### src/rtl/bht_predictor.sv
// ---------------------------------------------------------------------------
// bht_predictor
//
// Branch history table of 2-bit saturating counters. The fetch stage asks for
// a direction prediction and gets it one cycle later. The execute stage
// reports resolved conditional branches, which train the table and update two
// saturating statistics counters.
//
// Counter encoding: 00 strong-NT, 01 weak-NT, 10 weak-T, 11 strong-T.
// The predicted direction is the counter MSB.
//
// Optional feature macro: BHT_GSHARE_EN
//   undefined : bimodal indexing, index = pc[IDX_W+1:2]
//   defined   : gshare indexing, index = pc[IDX_W+1:2] ^ GHR, where the GHR is
//               an IDX_W-bit global history register fed by resolved outcomes
//
// Parameters
//   ENTRIES : number of counters, power of two, 4..1024
//   IDX_W   : table index width, $clog2(ENTRIES)
//   PERF_W  : width of the statistics counters
//
// Ports
//   clk           in   single clock, rising edge
//   rst           in   asynchronous active-low reset
//   pred_req      in   lookup request
//   pred_pc       in   fetch address of the branch to predict
//   pred_valid    out  pred_taken is valid this cycle
//   pred_taken    out  predicted direction, 1 = taken
//   upd_valid     in   a conditional branch resolves this cycle
//   upd_pc        in   address of the resolved branch
//   upd_taken     in   actual outcome
//   upd_mispred   in   the earlier prediction for this branch was wrong
//   stat_branches out  resolved branch count, saturating
//   stat_mispreds out  misprediction count, saturating
// ---------------------------------------------------------------------------
module bht_predictor #(
   parameter int ENTRIES = 64,
   parameter int IDX_W   = $clog2(ENTRIES),
   parameter int PERF_W  = 32
) (
   input  logic              clk,
   input  logic              rst,
   input  logic              pred_req,
   input  logic [31:0]       pred_pc,
   output logic              pred_valid,
   output logic              pred_taken,
   input  logic              upd_valid,
   input  logic [31:0]       upd_pc,
   input  logic              upd_taken,
   input  logic              upd_mispred,
   output logic [PERF_W-1:0] stat_branches,
   output logic [PERF_W-1:0] stat_mispreds
);

   localparam logic [1:0] CTR_SNT  = 2'b00;
   localparam logic [1:0] CTR_WNT  = 2'b01;
   localparam logic [1:0] CTR_ST   = 2'b11;

   logic [1:0]        table_q [ENTRIES];
   logic [IDX_W-1:0]  lkp_idx;
   logic [IDX_W-1:0]  upd_idx;
   logic [1:0]        upd_ctr_cur;
   logic [1:0]        upd_ctr_d;

   logic              pred_valid_q, pred_valid_d;
   logic              pred_taken_q, pred_taken_d;
   logic [PERF_W-1:0] stat_br_q, stat_br_d;
   logic [PERF_W-1:0] stat_mp_q, stat_mp_d;

   // Only pc[IDX_W+1:2] selects an entry; the remaining address bits are
   // deliberately ignored.
   logic unused_pc_bits;
   assign unused_pc_bits = ^{pred_pc[31:IDX_W+2], pred_pc[1:0],
                             upd_pc[31:IDX_W+2], upd_pc[1:0]};

   // ------------------------------------------------------------------------
   // Index generation
   // ------------------------------------------------------------------------
`ifdef BHT_GSHARE_EN
   logic [IDX_W-1:0] ghr_q, ghr_d;

   // Both lookup and update hash with the history held before this edge, so a
   // resolving branch does not affect its own or a concurrent lookup's index.
   assign lkp_idx = pred_pc[IDX_W+1:2] ^ ghr_q;
   assign upd_idx = upd_pc[IDX_W+1:2] ^ ghr_q;

   always_comb begin
      ghr_d = ghr_q;
      if (upd_valid) begin
         ghr_d = {ghr_q[IDX_W-2:0], upd_taken};
      end
   end

   always_ff @(posedge clk or negedge rst) begin
      if (!rst) begin
         ghr_q <= '0;
      end else begin
         ghr_q <= ghr_d;
      end
   end
`else
   assign lkp_idx = pred_pc[IDX_W+1:2];
   assign upd_idx = upd_pc[IDX_W+1:2];
`endif

   // ------------------------------------------------------------------------
   // Counter training
   // ------------------------------------------------------------------------
   // NOTE: every signal written in an always_comb gets a default first, so no
   // path through the block can leave it unassigned and infer a latch.
   always_comb begin
      upd_ctr_cur = table_q[upd_idx];
      upd_ctr_d   = upd_ctr_cur;
      if (upd_taken) begin
         if (upd_ctr_cur != CTR_ST) begin
            upd_ctr_d = upd_ctr_cur + 2'd1;
         end
      end else begin
         if (upd_ctr_cur != CTR_SNT) begin
            upd_ctr_d = upd_ctr_cur - 2'd1;
         end
      end
   end

   // NOTE: the table is built from flops with an asynchronous reset rather
   // than a RAM, because every counter must read weak-NT the moment reset is
   // asserted, without any clock and without an init sweep.
   always_ff @(posedge clk or negedge rst) begin
      if (!rst) begin
         for (int i = 0; i < ENTRIES; i++) begin
            table_q[i] <= CTR_WNT;
         end
      end else if (upd_valid) begin
         table_q[upd_idx] <= upd_ctr_d;
      end
   end

   // ------------------------------------------------------------------------
   // Lookup pipeline: the table is read before this edge's write lands, so a
   // same-cycle update to the same entry is not visible to the lookup.
   // ------------------------------------------------------------------------
   always_comb begin
      pred_valid_d = pred_req;
      pred_taken_d = pred_req & table_q[lkp_idx][1];
   end

   // ------------------------------------------------------------------------
   // Saturating statistics
   // ------------------------------------------------------------------------
   always_comb begin
      stat_br_d = stat_br_q;
      stat_mp_d = stat_mp_q;
      if (upd_valid) begin
         if (~&stat_br_q) begin
            stat_br_d = stat_br_q + PERF_W'(1);
         end
         if (upd_mispred && (~&stat_mp_q)) begin
            stat_mp_d = stat_mp_q + PERF_W'(1);
         end
      end
   end

   // NOTE: state registers use non-blocking assignments so every flop samples
   // the values from before the edge, independent of statement order.
   always_ff @(posedge clk or negedge rst) begin
      if (!rst) begin
         pred_valid_q <= 1'b0;
         pred_taken_q <= 1'b0;
         stat_br_q    <= '0;
         stat_mp_q    <= '0;
      end else begin
         pred_valid_q <= pred_valid_d;
         pred_taken_q <= pred_taken_d;
         stat_br_q    <= stat_br_d;
         stat_mp_q    <= stat_mp_d;
      end
   end

   assign pred_valid    = pred_valid_q;
   assign pred_taken    = pred_taken_q;
   assign stat_branches = stat_br_q;
   assign stat_mispreds = stat_mp_q;

endmodule

### config.mk
export PLATFORM = sky130hd
export DESIGN_NAME = bht_predictor
export DESIGN_NICKNAME = d
export VERILOG_FILES = /design/src/rtl/bht_predictor.sv
export SDC_FILE = /design/constraint.sdc
export NUM_CORES = 1
export LEC_CHECK = 0
export ABC_AREA = 0
export ABC_CLOCK_PERIOD_IN_PS = 2400
export CELL_PAD_IN_SITES_DETAIL_PLACEMENT = 2
export CELL_PAD_IN_SITES_GLOBAL_PLACEMENT = 2
export CORE_MARGIN = 5
export CORE_UTILIZATION = 32
export CTS_BUF_LIST = sky130_fd_sc_hd__clkbuf_16
export DETAILED_ROUTE_END_ITERATION = 10
export GPL_TIMING_DRIVEN = 0
export PLACE_DENSITY = 0.8
export SLEW_MARGIN = 10
export SYNTH_ARGS = -nofsm -noshare
export SYNTH_HDL_FRONTEND = slang
export SYNTH_SLANG_ARGS = --single-unit
### constraint.sdc
create_clock -name clk -period 2.4 [get_ports clk]
set_input_delay 0.48 -clock clk [delete_from_list [all_inputs] [get_ports clk]]
set_output_delay 0.48 -clock clk [all_outputs]
set_load 0.02 [all_outputs]
## Word level (Yosys, flattened, before mapping)

Index checks and enable logic that the tools add are counted.

- Output and inout port bits: 66
- Input bits: 70
- Register bits: 194
- Word-level logic and storage cells: 100

- Bitwise logic cells: 4
- Magnitude comparators: 3
- Reductions and logical operators: 8
- Muxes and demuxes: 12
- Equality and inequality tests: 1
- $add $sub $neg: 4

Operators by type and width:

| operator | count |
|---|---|
| $bwmux W128 | 1 |
| $add A32 B1 Y32 const B | 2 |
| $reduce_and A32 Y1 | 2 |
| $bmux W2 S6 | 2 |
| $mux W2 | 8 |
| $ge A7 B7 Y1 const B | 2 |
| $not A6 Y7 | 2 |
| $demux W2 S6 | 1 |
| $lt A7 B1 Y1 const B | 1 |
| $reduce_and A2 Y1 | 2 |
| $add A2 B1 Y2 const B | 1 |
| $logic_and A1 B1 Y1 | 2 |
| $ne A2 B2 Y1 const B | 1 |
| $reduce_bool A2 Y1 | 1 |
| $sub A2 B1 Y2 const B | 1 |
| $and A1 B1 Y1 | 1 |
| $logic_not A1 Y1 | 1 |
| $not A1 Y1 | 1 |

## Longest topological paths before layout

Gate-level depths: netlist of the first run.

- Depth after elaboration: 8
- Depth in mapped cells: 11
- Depth with buffers taken out: 8

## Worst setup path before layout of the first run

No wires, ideal clock.

- Kind: input -> register
- Start: in pred_pc[2]
- End: reg pred_taken_q, in the netlist pred_taken
- Stages on the path: 6
- Path slack: -0.496 ns
- Data required time: 2.281 ns
- Arrival: 2.777 ns
- Path buffers: 2
- Cells stage by stage: clkbuf_1 -> buf_2 -> mux4_2 -> mux4_2 -> mux4_2 -> and2_1

- Word-level cells in the longest chain between the ends: 5

Ends and longest elaborated chain:

| element | RTL line | text |
|---|---|---|
| start, declared | 44 | `input logic [31:0] pred_pc,` |
| $not A6 Y7 (not written as such) | 144 | `pred_taken_d = pred_req & table_q[lkp_idx][1];` |
| $bmux W2 S6 | 144 |  |
| $mux W2 (not written as such) (2 in a row) | 144 |  |
| $and A1 B1 Y1 | 144 |  |
| net pred_taken_d | 66 | `logic pred_taken_q, pred_taken_d;` |
| end signal, assigned | 173 | `pred_taken_q <= pred_taken_d;` |
| end, declared | 66 |  |

The timed path passes the listed nets, and every way through them passes these cells. The select of a mux whose other input is x is not followed.
A chain may end at the register's enable or synchronous reset.

## Worst setup path after layout of the first run

- Start: in upd_pc[4]
- End: reg table_q[29] in the netlist's numbering

- Word-level cells in the longest chain between the ends: 8

Ends and longest elaborated chain:

| element | RTL line | text |
|---|---|---|
| start, declared | 48 | `input logic [31:0] upd_pc,` |
| $not A6 Y7 (not written as such) * | 112, 134 |  |
| $bmux W2 S6 | 112 | `upd_ctr_cur = table_q[upd_idx];` |
| $mux W2 (not written as such) (2 in a row) | 112 |  |
| $sub A2 B1 Y2 (tied with other cells) | 120 | `upd_ctr_d = upd_ctr_cur - 2'd1;` |
| $mux W2, on equally long branches | 119, 115 |  |
| $mux W2 | 114 | `if (upd_taken) begin` |
| $bwmux W128 * | 134 | `table_q[upd_idx] <= upd_ctr_d;` |
| end signal, assigned by index | 134 |  |
| end, declared | 59 | `logic [1:0] table_q [ENTRIES];` |

Mark *: on every way between the ends. The rest lies on a longest branch, timed or not. The select of a mux whose other input is x is not followed.

==> results.ini, run 1 <==
[die]
coreArea_um2=29600
rows=63
start_util=0.325
die_h_um=183
die_x_um=183
die_area_um2=33700
io_pins=136

[logic_synthesis]
synthMostInstantiatedCell=nand2_1
synth_nets=1004
netlist_area_um2=9630
netlist_instances=932
yosys_warnings=0
synth_area_leaders=dfrtp_1 34%, dfstp_2 17%, nand2_1 9.1%
yosys-top-cells-count=233 x nand2_1, 130 x dfrtp_1, 126 x o21ai_0
synth.distinct_cells=58
synth_top_area_frac=0.338
ys_seq_elements=194
synth_edf_count=0
synth-main-ff-cell=dfrtp_1
async_reset_ff_frac=1.00
synth_area_leader_cell=dfrtp_1
ys_seq_area_frac=0.512
syn_avg_cell_area_um2=10.3

[global_route]
grt_max_degree=79
grt_pass1_vias=9382
gr-total-overflow=0
antenna_found_initial=0
grt_usage=0.220
grt_pass1_wl_mm=56.4

[sta]
max_freq_ghz=0.367
hold-worst-slack_ps=472
rsz0062_at_grt=yes
skew_ps=12.9
finalSetupViolCount=127
slew_viol_final=0
tightest_slew_ps=1110
fin_ws_ps=-322
fin_crit_ps=2720
relSlewSlack=0.256
fin_crit_sh=1.13
finalHoldViolCount=0

[worst_setup_path]
worstPathArrival_ps=3060
end_kind=flop
rr_startpoint=table_q[8]$_DFFE_PN1P_
reg2reg_setup_slack_ps=-240
setup.worst_path.end=table_q[29]$_DFFE_PN0P_
max_stage_delay_ps=610
crit_path_cell_trace=buf_4 > inv_1 > clkbuf_4 > and3_1 > o21ai_0 > a31oi_1 > or4_4 > o21ai_4 > buf_6 > buf_12 > buf_12 > o21ai_2
crit_path_max_fanout=10
crit_path_start_kind=input port
worst-setup-path-type=in -> reg
required_ps=2740
r2r-end=table_q[29]$_DFFE_PN0P_
cp_common_cell=buf_12
worst_path_max_delay_cell=or4_4
reg2reg_depth=10
startpoint=upd_pc[4]

[layout]
area_growth_pct=36.6
final_core_util=0.444
nFillCells=3072
diodes=0
drive_gt1_frac=0.367
fin_nets=1149
final-instance-count-excl-fill=1480
ff_latch_area_um2=4940
multi_input_area_um2=5160

[clocking]
numCtsBuffers=17
clk_latency_ps=450
clockBufferDepth=2
cts_root_buf=clkbuf_16
clk_pin_slew_worst_paths_ps=80
cts_max_level=4
clkSinkCount=194
cts_tree=built

[pwr]
switching_power_mw=2.89
peakVddDrop_mv=0.484
p_leak_nw=5.30
p_int_mw=6.05
p_seq_frac=0.448
finalPower_mw=8.93
clkPwrFrac=0.327
netSwitchingFraction=0.323
p_comb_frac=0.225
pwr_density_cell_nw_per_um2=679

[routing]
drc_errors=0
wl_per_cell_um=26.7
drtIter0Drc=436
vias=8392
vias_per_cell=5.67
ant_nets=0
first_pass_iters=5
drt_wl_total_mm=39.5

[flow_run]
drv_cap=0

[place]
place_congestion=0.847
io_buffers=77
dp_hpwl_mm=23.5
dp_cells=1401

[outcome]
violations=setup timing
status=complete, but fails checks

[hold_path]
holdCritPathClass=reg -> reg

-- flip-flops by register name, summed over array words and instances, names as in the netlist --
| name | flops |
|---|---|
| table_q | 128 |
| pred_valid | 1 |
| stat_branches | 32 |
| stat_mispreds | 32 |
| pred_taken | 1 |
-- power by group through the flow --
stage,Sequential [mW],Clock [mW],Combinational [mW]
floorplan,4.07,0,0.672
detailed placement,4.04,0,1.40
finish,4.00,2.93,2.01
global route,4.04,3.12,2.13
global placement,4.02,0,1.32
CTS,3.98,3.00,1.75
-- routing by layer --
| metal | vias to the layer above | track usage | wire [um] |
|---|---|---|---|
| li1 | 3583 | - | - |
| met3 | 103 | 0.0562 | 2210 |
| met2 | 302 | 0.369 | 19700 |
| met1 | 4404 | 0.266 | 15800 |
| met4 | 0 | 0.0992 | 1760 |
| met5 | - | 0 | 0 |
-- worst max-delay path: cells and delay by family --
kind	cells	cell delay, ps
buf+inv	6	1040
simple gates	2	830
compound gates	4	690
-- through the flow --
| stage | setup TNS (ps) | setup slack [ps] | instance area, um2 |
|---|---|---|---|
| floorplan | -18240 | -255 | 9670 |
| global placement | -1525390 | -7690 | 10900 |
| detailed placement | -218520 | -1760 | 11000 |
| CTS | -10840 | -242 | 12600 |
| global route | -25940 | -316 | 13200 |
| finish | -25530 | -322 | 13200 |
-- worst min-delay path by stage --
stage                     depth (start not counted)  slack, ps                     start                       end
after detailed placement                          1        450                       rst  table_q[105]$_DFFE_PN0P_
final                                             2        470   table_q[78]$_DFFE_PN1P_   table_q[78]$_DFFE_PN1P_
after CTS                                         2        470   table_q[10]$_DFFE_PN1P_   table_q[10]$_DFFE_PN1P_
after global routing                              2        490   table_q[80]$_DFFE_PN1P_   table_q[80]$_DFFE_PN1P_
after global placement                            2        460  table_q[106]$_DFFE_PN1P_  table_q[106]$_DFFE_PN1P_
after floorplan                                   0        180                       rst      pred_taken$_DFF_PN0_
-- repair_timing --
item	CTS	global route
pin swaps	13	54
hold buffers	1	0
setup buffers	27	13
endpoints found under the setup margin	161	142
hold endpoints to repair	41	0
cloned	6	7
gates resized for setup	276	116
-- cell type report --
class | instances | share of cell area
Buffer | 37 | 0.0357
Clock buffer | 18 | 0.0342
Clock inverter | 14 | 0.0105
Inverter | 11 | 0.00314
Multi-Input combinational cell | 687 | 0.393
Sequential cell | 194 | 0.376
Tap cell | 390 | 0.0371
Timing Repair Buffer | 129 | 0.111
-- cell families after synthesis --
kind of cell | Yosys count | synth area share
XOR/XNOR | 62 | 0.0564
adder cells (fa/ha/maj) | 2 | 0.00260
AO/OA/AOI/OAI | 178 | 0.108
buffers and inverters | 51 | 0.0295
AND/OR/NAND/NOR | 386 | 0.184
multiplexers | 59 | 0.107
flip-flops | 194 | 0.512
-- layout by cell type (no fill, tap or decap), drive strengths merged, types with 3 or more instances in the layout --
cell	count
a211oi	5
a21oi	7
a22oi	3
a31oi	3
and2	7
and3	14
and3b	4
and4	6
buf	70
clkbuf	38
clkdlybuf4s50	74
clkinv	4
clkinvlp	4
dfrtp	130
dfstp	64
inv	17
mux2	9
mux2i	17
mux4	33
nand2	233
nand2b	7
nand3	27
nand3b	6
nand4	22
nor2	31
nor2b	3
nor3	5
nor3b	4
nor4	4
o21ai	139
o22ai	4
o2bb2ai	4
or3	5
or3b	4
xnor2	48
xor2	14
Power figures use the tool's default switching activity.
==> run 2: changes to the inputs <==
==> config.mk (replaced) <==
export PLATFORM = sky130hd
export DESIGN_NAME = bht_predictor
export DESIGN_NICKNAME = d
export VERILOG_FILES = /design/src/rtl/bht_predictor.sv
export SDC_FILE = /design/constraint.sdc
export NUM_CORES = 1
export LEC_CHECK = 0
export ABC_AREA = 0
export ABC_CLOCK_PERIOD_IN_PS = 2600
export CELL_PAD_IN_SITES_DETAIL_PLACEMENT = 1
export CELL_PAD_IN_SITES_GLOBAL_PLACEMENT = 2
export CORE_MARGIN = 5
export CORE_UTILIZATION = 35
export CTS_BUF_LIST = sky130_fd_sc_hd__clkbuf_16
export DETAILED_ROUTE_END_ITERATION = 10
export PLACE_DENSITY = 0.83
export SLEW_MARGIN = 10
export SYNTH_ARGS = -nofsm -noshare
export SYNTH_HDL_FRONTEND = slang
export SYNTH_SLANG_ARGS = --single-unit
==> constraint.sdc (replaced) <==
create_clock -name clk -period 2.6 [get_ports clk]
set_input_delay 0.52 -clock clk [delete_from_list [all_inputs] [get_ports clk]]
set_output_delay 0.52 -clock clk [all_outputs]
set_load 0.02 [all_outputs]
==> run 2 against run 1 <==
Compared with the run above: the run now ends clean; utilization increased by 2.8 points; critical path depth unchanged; clock-buffer cell count unchanged; routed wire length decreased by 20%.
==> results.ini, run 2 (same netlist as run 1, synthesis figures left out) <==
[worst_setup_path]
end_kind=flop
worst_path_max_delay_cell=o31a_1
reg2reg_setup_slack_ps=30  ; +270 ps
crit_path_cell_trace=buf_8 > buf_12 > mux2i_2 > o32ai_1 > o31a_1 > a211oi_4 > nand4_1 > buf_4 > o21ai_4 > buf_6 > buf_12 > o21ai_2
max_stage_delay_ps=400  ; -210 ps
required_ps=2970  ; +230 ps
crit_path_max_fanout=15  ; +5
worst-setup-path-type=in -> reg
worstPathArrival_ps=2950  ; -110 ps
crit_path_start_kind=input port
cp_common_cell=buf_12

[global_route]
grt_usage=0.204  ; -0.0158
antenna_found_initial=0  ; unchanged
use_met3=0.0495  ; -0.00669
use_met2=0.337  ; -0.0316
grt_max_degree=60  ; -24%
grt_pass1_wl_mm=49.2  ; -13%
grt_pass1_vias=8543  ; -8.9%
top_usage_layer=met2
gr-total-overflow=0  ; unchanged
grtUsageMet1=0.268  ; +0.00218

[clocking]
cts_tree=built
cts_max_level=4  ; unchanged
hold_buffers=0  ; -1
clkSinkCount=194  ; unchanged
clk_latency_ps=440  ; about the same
clk_pin_slew_worst_paths_ps=80  ; about the same
cts_root_buf=clkbuf_16
clockBufferDepth=2  ; unchanged
numCtsBuffers=17  ; unchanged

[routing]
vias_per_cell=5.38  ; -5.1%
vias=7911  ; -5.7%
wl_per_cell_um=21.6  ; -19%
ant_nets=0  ; unchanged
drtIter0Drc=411  ; -5.7%
drt_wl_total_mm=31.8  ; -20%
drc_errors=0  ; unchanged
first_pass_iters=5  ; unchanged

[layout]
final_area_um2=12700  ; -3.1%
area_growth_pct=32.3
layout_common_cells=231 x nand2_1, 130 x dfrtp_1, 92 x buf_4, 84 x o21ai_0, 75 x clkdlybuf4s50_1
regMostFlops=table_q
diodes=0  ; unchanged
final_common_cell=nand2_1
fin_nets=1188  ; +3.4%
largest_reg_flops=128  ; unchanged
drive_gt1_frac=0.285  ; -0.0818

[sta]
max_freq_ghz=0.387
finalSetupViolCount=0  ; -100%
fin_crit_sh=0.993
fin_crit_ps=2580
skew_ps=16.9  ; +4.00 ps
fin_ws_ps=18.9  ; +341 ps
slew_viol_final=0  ; unchanged
tightest_slew_ps=500  ; -606 ps
finalHoldViolCount=0  ; unchanged
relSlewSlack=0.666  ; +0.410

[place]
dp_hpwl_mm=21.1  ; -10%
io_buffers=83  ; +7.8%
dpl_cell_area_um2=11600  ; +5.7%
place_congestion=0.850  ; +0.31%
pre_cts_slack_ps=-765  ; +997 ps

[pwr]
p_leak_nw=5.27  ; -0.67%
clkPwrFrac=0.342  ; +0.015
p_comb_frac=0.193  ; -0.032
peakVddDrop_mv=0.526  ; +8.8%
pwr_density_cell_nw_per_um2=621  ; -8.6%
switching_power_mw=2.36  ; -18%
p_int_mw=5.55  ; -8.2%
netSwitchingFraction=0.298  ; -0.0249
p_seq_frac=0.465  ; +0.017

[flow_run]
drv_cap=0  ; unchanged

[die]
coreArea_um2=27000  ; -8.8%
rows=60  ; -4.8%
io_pins=136  ; unchanged
die_x_um=176  ; -4.1%
start_util=0.356  ; +0.0314
die_h_um=176  ; -4.1%
die_area_um2=30900  ; -8.1%

[outcome]
status=finished clean

[hold_path]
holdCritPathClass=in -> async

[run 2: changes by cell type in the layout (fill, tap and decap cells not counted), sizes merged, moves of 2 or more]
cell         change
buf             +51
bufbuf           +2
clkbuf          -16
clkinv           +2
clkinvlp         -4
dlygate4sd2      +2
[run 2: routing by layer]
metal  wire length (um)  vias up
li1                   -     3657
met2              15200      214
met1              13800     3991
met4                818        0
met3               1940       49
met5                  0        -
[run 2: worst paths after layout]
check                                        start                      end  cells after the start
max in group asynchronous                      rst  table_q[10]$_DFFE_PN1P_                      2
hold reg to reg            table_q[96]$_DFFE_PN1P_  table_q[96]$_DFFE_PN1P_                      2
min in group clk           table_q[96]$_DFFE_PN1P_  table_q[96]$_DFFE_PN1P_                      2
setup / recovery                         upd_pc[3]  table_q[48]$_DFFE_PN1P_                     12
setup reg to reg           table_q[64]$_DFFE_PN1P_  table_q[77]$_DFFE_PN0P_                      9
hold / removal                                 rst  table_q[57]$_DFFE_PN0P_                      1
[run 2: cell type report]
type / count / area, um2
clock buffers: 18 / 450
clock inverters: 14 / 141
fillers: 2983 / 14300
inverters: 11 / 41.3
multi-input cells: 687 / 4640
flip-flops and latches: 194 / 4930
well taps: 341 / 427
repair buffers: 205 / 2110
[run 2: what timing repair did]
item,in CTS,in global routing
resized for setup,30,89
gates cloned,4,5
endpoints found under the setup margin,129,130
pin swaps,3,12
setup buffers,4,4
endpoints found under the hold margin,0,0
[run 2: power by group through the flow]
stage	logic (mW)	registers, mW	clock network, mW
2_1_floorplan	0.616	3.76	0
3_3_place_gp	1.30	3.71	0
3_5_place_dp	1.33	3.72	0
4_1_cts	1.41	3.67	2.78
5_1_grt	1.65	3.72	2.90
6_report	1.53	3.68	2.71
[run 2: worst max-delay path, delay by kind of cell]
family / cells / cell delay [ps]
multiplexers: 1 / 310
AO/OA/AOI/OAI: 5 / 960
buffers and inverters: 5 / 890
AND/OR/NAND/NOR: 1 / 250
[run 2: metrics by stage]
stage	hold slack [ps]	TNS [ps]	cells	utilization	total power [mW]
CTS	47.4	-343	1462	0.460	7.86
finish	45.6	0	1470	0.472	7.91
detailed placement	471	-90830	1422	0.430	5.05
global route	68.0	-154	1470	0.472	8.28
global placement	463	-72200	1422	0.430	5.01
floorplan	224	-3880	932	-	4.38
